--- config.mk ---
export PLATFORM = sky130hd
export DESIGN_NAME = pid_sequencer
export DESIGN_NICKNAME = d
export VERILOG_FILES = /design/src/rtl/pid_pkg.sv /design/src/rtl/pid_mac.sv /design/src/rtl/pid_sequencer.sv
export SDC_FILE = /design/constraint.sdc
export NUM_CORES = 1
export LEC_CHECK = 0
export BUFFER_PORTS_ARGS = -buffer_cell sky130_fd_sc_hd__buf_2
export CORE_MARGIN = 4
export CORE_UTILIZATION = 38
export CTS_CLUSTER_DIAMETER = 100
export CTS_CLUSTER_SIZE = 40
export DETAILED_ROUTE_END_ITERATION = 10
export PLACE_DENSITY = 0.63
export RECOVER_POWER = 100
export SLEW_MARGIN = 5
export SYNTH_ARGS = -nofsm -noshare
export SYNTH_HDL_FRONTEND = slang
export SYNTH_SLANG_ARGS = --single-unit
--- constraint.sdc ---
create_clock -name clk -period 8.6 [get_ports clk]
set_input_delay 0.86 -clock clk [delete_from_list [all_inputs] [get_ports clk]]
set_output_delay 0.86 -clock clk [all_outputs]
set_load 0.03 [all_outputs]
--- src/rtl/pid_pkg.sv ---
// Shared widths, FSM encoding and sample payload for the PID sequencer.
package pid_pkg;

    localparam int unsigned ADC_W  = 10;
    localparam int unsigned E_W    = 11;
    localparam int unsigned D_W    = 13;
    localparam int unsigned ACC_W  = 24;
    localparam int unsigned GAIN_W = 8;
    localparam int unsigned FRAC   = 6;
    localparam int unsigned UMAX   = 65472;

    typedef enum logic [2:0] {
        ST_IDLE = 3'd0,
        ST_ERR  = 3'd1,
        ST_MP   = 3'd2,
        ST_MI   = 3'd3,
        ST_MD   = 3'd4,
        ST_UPD  = 3'd5
    } state_t;

    typedef struct packed {
        logic [ADC_W-1:0]  target;
        logic [ADC_W-1:0]  y;
        logic [GAIN_W-1:0] kp;
        logic [GAIN_W-1:0] ki;
        logic [GAIN_W-1:0] kd;
    } sample_t;

    // Anti-windup saturation of the Q.6 accumulator to [0, UMAX].
    function automatic logic signed [ACC_W-1:0] clamp_u(input logic signed [ACC_W-1:0] u);
        if (u[ACC_W-1]) begin
            return '0;
        end else if (u > signed'(ACC_W'(UMAX))) begin
            return signed'(ACC_W'(UMAX));
        end else begin
            return u;
        end
    endfunction

endpackage

--- src/rtl/pid_mac.sv ---
// Time-shared multiply-accumulate: du += gain (unsigned) * opnd (signed).
module pid_mac
    import pid_pkg::*;
(
    input  logic                    clk,
    input  logic                    rst_n,
    input  logic                    clr,
    input  logic                    en,
    input  logic [GAIN_W-1:0]       gain,
    input  logic signed [D_W-1:0]   opnd,
    output logic signed [ACC_W-1:0] du
);

    logic signed [ACC_W-1:0] prod_c;

    // Full product fits in 22 bits, so 24-bit arithmetic is exact.
    always_comb begin
        prod_c = ACC_W'(signed'({1'b0, gain})) * ACC_W'(opnd);
    end

    always_ff @(posedge clk or negedge rst_n) begin
        if (!rst_n) begin
            du <= '0;
        end else if (clr) begin
            du <= '0;
        end else if (en) begin
            du <= du + prod_c;
        end
    end

endmodule

--- src/rtl/pid_sequencer.sv ---
// Incremental PID controller producing a PWM duty value, one sample per 6 cycles.
// Define PID_CLAMP_EN to saturate the accumulator (anti-windup) instead of wrapping.
module pid_sequencer
    import pid_pkg::*;
(
    input  logic              clk,
    input  logic              rst_n,
    input  logic              clr,
    input  logic              sample_valid,
    input  logic [ADC_W-1:0]  target,
    input  logic [ADC_W-1:0]  y,
    input  logic [GAIN_W-1:0] kp,
    input  logic [GAIN_W-1:0] ki,
    input  logic [GAIN_W-1:0] kd,
    output logic              busy,
    output logic [ADC_W-1:0]  duty,
    output logic              duty_valid,
    output logic              overrun
);

    state_t                  state;
    state_t                  state_nxt;
    sample_t                 smp;
    logic signed [E_W-1:0]   e0;
    logic signed [E_W-1:0]   e1;
    logic signed [E_W-1:0]   e2;
    logic signed [ACC_W-1:0] u_acc;
    logic signed [ACC_W-1:0] du;
    logic signed [ACC_W-1:0] u_sum_c;
    logic signed [ACC_W-1:0] u_nxt_c;
    logic signed [D_W-1:0]   d1_c;
    logic signed [D_W-1:0]   d2_c;
    logic signed [D_W-1:0]   mac_opnd_c;
    logic [GAIN_W-1:0]       mac_gain_c;
    logic                    mac_en_c;
    logic                    accept_c;

    always_comb begin
        d1_c = D_W'(e0) - D_W'(e1);
        d2_c = D_W'(e0) - (D_W'(e1) <<< 1) + D_W'(e2);
    end

    always_comb begin
        u_sum_c = u_acc + du;
`ifdef PID_CLAMP_EN
        u_nxt_c = clamp_u(u_sum_c);
`else
        u_nxt_c = u_sum_c;
`endif
    end

    always_ff @(posedge clk or negedge rst_n) begin
        if (!rst_n) begin
            state <= ST_IDLE;
        end else begin
            state <= state_nxt;
        end
    end

    // Next state plus multiplier operand selection; clr wins over everything.
    always_comb begin
        state_nxt  = state;
        accept_c   = 1'b0;
        mac_en_c   = 1'b0;
        mac_gain_c = '0;
        mac_opnd_c = '0;
        if (clr) begin
            state_nxt = ST_IDLE;
        end else begin
            case (state)
                ST_IDLE: begin
                    if (sample_valid) begin
                        accept_c  = 1'b1;
                        state_nxt = ST_ERR;
                    end
                end
                ST_ERR: state_nxt = ST_MP;
                ST_MP: begin
                    mac_en_c   = 1'b1;
                    mac_gain_c = smp.kp;
                    mac_opnd_c = d1_c;
                    state_nxt  = ST_MI;
                end
                ST_MI: begin
                    mac_en_c   = 1'b1;
                    mac_gain_c = smp.ki;
                    mac_opnd_c = D_W'(e0);
                    state_nxt  = ST_MD;
                end
                ST_MD: begin
                    mac_en_c   = 1'b1;
                    mac_gain_c = smp.kd;
                    mac_opnd_c = d2_c;
                    state_nxt  = ST_UPD;
                end
                ST_UPD:  state_nxt = ST_IDLE;
                default: state_nxt = ST_IDLE;
            endcase
        end
    end

    pid_mac u_mac (
        .clk   (clk),
        .rst_n (rst_n),
        .clr   (clr | accept_c),
        .en    (mac_en_c),
        .gain  (mac_gain_c),
        .opnd  (mac_opnd_c),
        .du    (du)
    );

    always_ff @(posedge clk or negedge rst_n) begin
        if (!rst_n) begin
            busy <= 1'b0;
        end else begin
            busy <= (state_nxt != ST_IDLE);
        end
    end

    // Datapath: sample latch, error history, accumulator and outputs.
    always_ff @(posedge clk or negedge rst_n) begin
        if (!rst_n) begin
            smp        <= '0;
            e0         <= '0;
            e1         <= '0;
            e2         <= '0;
            u_acc      <= '0;
            duty       <= '0;
            duty_valid <= 1'b0;
            overrun    <= 1'b0;
        end else if (clr) begin
            e1         <= '0;
            e2         <= '0;
            u_acc      <= '0;
            duty       <= '0;
            duty_valid <= 1'b0;
            overrun    <= 1'b0;
        end else begin
            duty_valid <= 1'b0;
            if (accept_c) begin
                smp <= '{target: target, y: y, kp: kp, ki: ki, kd: kd};
            end
            if (sample_valid && (state != ST_IDLE)) begin
                overrun <= 1'b1;
            end
            if (state == ST_ERR) begin
                e0 <= signed'({1'b0, smp.target}) - signed'({1'b0, smp.y});
            end
            if (state == ST_UPD) begin
                u_acc      <= u_nxt_c;
                e2         <= e1;
                e1         <= e0;
                duty       <= u_nxt_c[FRAC +: ADC_W];
                duty_valid <= 1'b1;
            end
        end
    end

endmodule

==> load_flow_metrics.sql <==
INSERT INTO impl_metrics (metric_group, metric, value, unit) VALUES
('timing', 'fin_tns_setup', '0', 'ns'),
('floorplanning', 'effective_utilization_at_floorplan', '38.48', '%'),
('finish', 'area_delta_synth_final', '11.45', '%'),
('logic_synthesis', 'synth-seq-area-share', '26.92', '%'),
('power_and_ir_drop', 'highest_ir_drop_seen_on_vdd', '0.1460', 'mV'),
('detailed_routing', 'vias_per_cell', '5.006', ''),
('setup_path', 'end_kind', 'flop', ''),
('grt', 'globalRouteTotalUtil', '15.70', '%'),
('logic_synthesis', 'synth_top_area_share', '26.92', '%'),
('placed_design', 'placed_cells', '1601', ''),
('power_and_ir_drop', 'share_clk_of_total_power', '29.3', '%'),
('timing', 'fin_skew', '0.01826', 'ns'),
('floorplanning', 'die-area', '0.03088', 'mm2'),
('floorplanning', 'core', '0.02778', 'mm2'),
('logic_synthesis', 'synth_cell_types', '66', ''),
('setup_path', 'cp.arrival', '8.32', 'ns'),
('job', 'drv_cap', '5', ''),
('setup_path', 'worst_ep_required_time', '8.94', 'ns'),
('logic_synthesis', 'synth_nets', '1416', ''),
('timing', 'clock.fmax', '125.3', 'MHz'),
('detailed_routing', 'drt_iter0_markers', '502', ''),
('logic_synthesis', 'synth_enable_flop_cells', '0', ''),
('clock_network', 'cts_root_buf', 'sky130_fd_sc_hd__clkbuf_16', ''),
('floorplanning', 'boundaryPins', '61', ''),
('logic_synthesis', 'synthAdderAreaFrac', '25.05', '%'),
('grt', 'grt_pass1_wl', '40.19', 'mm'),
('logic_synthesis', 'mappedNetlistArea', '0.01069', 'mm2'),
('logic_synthesis', 'post_synth_mux_area_share', '5.900', '%'),
('setup_path', 'critical-path-max-stage-delay', '0.56', 'ns'),
('logic_synthesis', 'ys_async_sr_fraction', '100.0', '%'),
('setup_path', 'critPathBufInv', '5', ''),
('finish', 'filler_cell_count', '2773', ''),
('status', 'violations', 'max-capacitance violations, max-slew violations', ''),
('detailed_routing', 'routed_wirelength', '23.18', 'mm'),
('finish', 'stdcell_count', '1633', ''),
('timing', 'transition_time_of_the_tightest_slew_check_pin', '3.143', 'ns'),
('power_and_ir_drop', 'pwr_density_cell', '218.3', 'mW/mm2'),
('grt', 'largest_net_degree_at_the_start_of_global_routing', '60', ''),
('setup_path', 'cpLargestDelayFamily', 'adder cells', ''),
('status', 'run_status', 'finished, violations left', ''),
('power_and_ir_drop', 'net-switching-power', '991.9', 'uW'),
('timing', 'rsz0062_at_grt', 'false', ''),
('logic_synthesis', 'syn_inst', '1199', ''),
('power_and_ir_drop', 'power.sequential.fraction', '27.2', '%'),
('finish', 'fin_nets', '1459', ''),
('timing', 'finalWorstPathRequiredPeriod', '7.979', 'ns'),
('clock_network', 'cts_num_sinks', '115', ''),
('setup_path', 'critical_path.slowest_cell', 'sky130_fd_sc_hd__a22oi_1', ''),
('clock_network', 'cts_htree_levels', '4', ''),
('logic_synthesis', 'synth_top_family_by_area', 'adder cells', ''),
('detailed_routing', 'drt.antenna.violating_nets', '0', ''),
('floorplanning', 'placement_rows', '61', ''),
('placed_design', 'detailedPlacementHpwl', '17.95', 'mm'),
('clock_network', 'cts_post_setup_buffers_inserted', '0', ''),
('power_and_ir_drop', 'power.internal', '1.608', 'mW'),
('finish', 'final_core_utilization', '42.88', '%'),
('clock_network', 'clock_buffers_created_by_tritoncts', '17', ''),
('clock_network', 'clk_transition_reported_paths', '0.06', 'ns'),
('timing', 'slew_violations', '239', ''),
('logic_synthesis', 'synth-warning-count', '0', ''),
('clock_network', 'clkLatencyLatePin', '0.43', 'ns'),
('clock_network', 'cts.repair.resized', '0', ''),
('timing', 'period_share', '92.78', '%'),
('power_and_ir_drop', 'comb_power_share', '43.5', '%'),
('grt', 'vias_in_the_first_global_route', '8595', ''),
('grt', 'globalRoute.totalOverflow', '0', ''),
('finish', 'n_antenna_cell', '0', ''),
('detailed_routing', 'avgRoutedWirePerCell', '14.19', 'um'),
('grt', 'number_of_antenna_violations_at_the_first_check_in_global_routing', '0', ''),
('detailed_routing', 'detailedRoute.firstPassIterationCount', '5', ''),
('floorplanning', 'die_width', '175.7', 'um');
==> power by group through the flow <==
stage	Sequential [mW]	Combinational, mW	Clock, mW
3_3_place_gp	0.711	1.10	0
5_1_grt	0.721	1.27	0.805
4_1_cts	0.708	1.13	0.777
6_report	0.707	1.13	0.762
3_5_place_dp	0.718	1.12	0
2_1_floorplan	0.691	0.898	0
==> cell families after synthesis <==
family	Yosys count
simple gates	341
xor+xnor	71
flops	115
buf+inv	214
compound gates	232
fa+ha+maj	169
mux	57
==> registers in the layout (all words and copies together), names as in the netlist, 3 cells and up <==
signal	flops
e1	11
u_mac.du	16
state	3
u_acc	7
e2	11
e0	11
duty	9
smp	44
==> area by class of cell <==
cell class                      count  area, um2  share of cell area (%)
Inverter                          165      619.3                   5.199
Clock buffer                       17      425.4                   3.571
Clock inverter                     15      196.4                   1.649
Sequential cell                   115       2878                   24.16
Multi-Input combinational cell    870       6957                   58.40
Timing Repair Buffer               73      364.1                   3.056
Tap cell                          378      473.0                   3.970
==> through the flow <==
step | hold WS (ns) | setup slack, ns | cell area, um2 | total power [mW]
after floorplan | 0.4737 | 1.336 | 10690 | 1.590
after global placement | 0.4799 | 0.8574 | 11330 | 1.814
after detailed placement | 0.4906 | 0.6462 | 11330 | 1.843
after CTS | 0.5051 | 0.5827 | 11950 | 2.618
after global routing | 0.5217 | 0.08668 | 11910 | 2.801
final | 0.5011 | 0.6210 | 11910 | 2.600
==> metal layers <==
layer | GRT usage (%) | wire, um | vias to the layer above
li1 | - | - | 4030
met4 | 4.256 | 363 | 0
met5 | 0 | 0 | -
met1 | 19.67 | 10600 | 3953
met2 | 27.39 | 11220 | 162
met3 | 3.508 | 995 | 30
==> cells in the mapped netlist, types with 5 or more instances <==
master,count
sky130_fd_sc_hd__a21oi_1,84
sky130_fd_sc_hd__o21a_1,9
sky130_fd_sc_hd__nand2b_1,29
sky130_fd_sc_hd__and3_1,8
sky130_fd_sc_hd__nor2_1,83
sky130_fd_sc_hd__a22oi_1,6
sky130_fd_sc_hd__mux2i_1,9
sky130_fd_sc_hd__ha_1,94
sky130_fd_sc_hd__dfrtp_1,115
sky130_fd_sc_hd__nand2_1,150
sky130_fd_sc_hd__xnor2_1,48
sky130_fd_sc_hd__buf_2,5
sky130_fd_sc_hd__a21o_1,24
sky130_fd_sc_hd__nand3_1,13
sky130_fd_sc_hd__or3_1,8
sky130_fd_sc_hd__nor3_1,14
sky130_fd_sc_hd__mux2_2,48
sky130_fd_sc_hd__o21bai_1,8
sky130_fd_sc_hd__fa_1,75
sky130_fd_sc_hd__clkbuf_1,30
sky130_fd_sc_hd__nor2b_1,14
sky130_fd_sc_hd__inv_1,165
sky130_fd_sc_hd__and2_1,5
sky130_fd_sc_hd__o21ai_0,45
sky130_fd_sc_hd__o31ai_1,7
sky130_fd_sc_hd__xor2_1,22
sky130_fd_sc_hd__buf_4,10
==> worst paths after layout <==
check	start	end	slack [ns]	cells after the start
hold reg to reg	smp[23]$_DFFE_PN0P_	smp[23]$_DFFE_PN0P_	0.50	1
min in group asynchronous	rst_n	u_acc[3]$_DFFE_PN0P_	1.49	1
setup / recovery	e0[3]$_DFFE_PN0P_	u_mac.du[15]$_DFFE_PN0P_	0.62	33
setup reg to reg	e0[3]$_DFFE_PN0P_	u_mac.du[15]$_DFFE_PN0P_	0.62	33
max in group asynchronous	rst_n	e2[7]$_DFFE_PN0P_	2.99	2
hold / removal	smp[23]$_DFFE_PN0P_	smp[23]$_DFFE_PN0P_	0.50	1
==> cell usage in the layout (no fill, tap or decap), types with 24 or more instances in the layout <==
cell type                  instances
sky130_fd_sc_hd__nand2b_1         29
sky130_fd_sc_hd__ha_1             94
sky130_fd_sc_hd__fa_1             75
sky130_fd_sc_hd__a21oi_1          84
sky130_fd_sc_hd__xnor2_1          48
sky130_fd_sc_hd__nor2_1           83
sky130_fd_sc_hd__buf_2            45
sky130_fd_sc_hd__inv_1           165
sky130_fd_sc_hd__a21o_1           24
sky130_fd_sc_hd__nand2_1         150
sky130_fd_sc_hd__mux2_2           48
sky130_fd_sc_hd__o21ai_0          45
sky130_fd_sc_hd__dfrtp_1         115
Note: power is estimated with default switching activity, not from simulation.
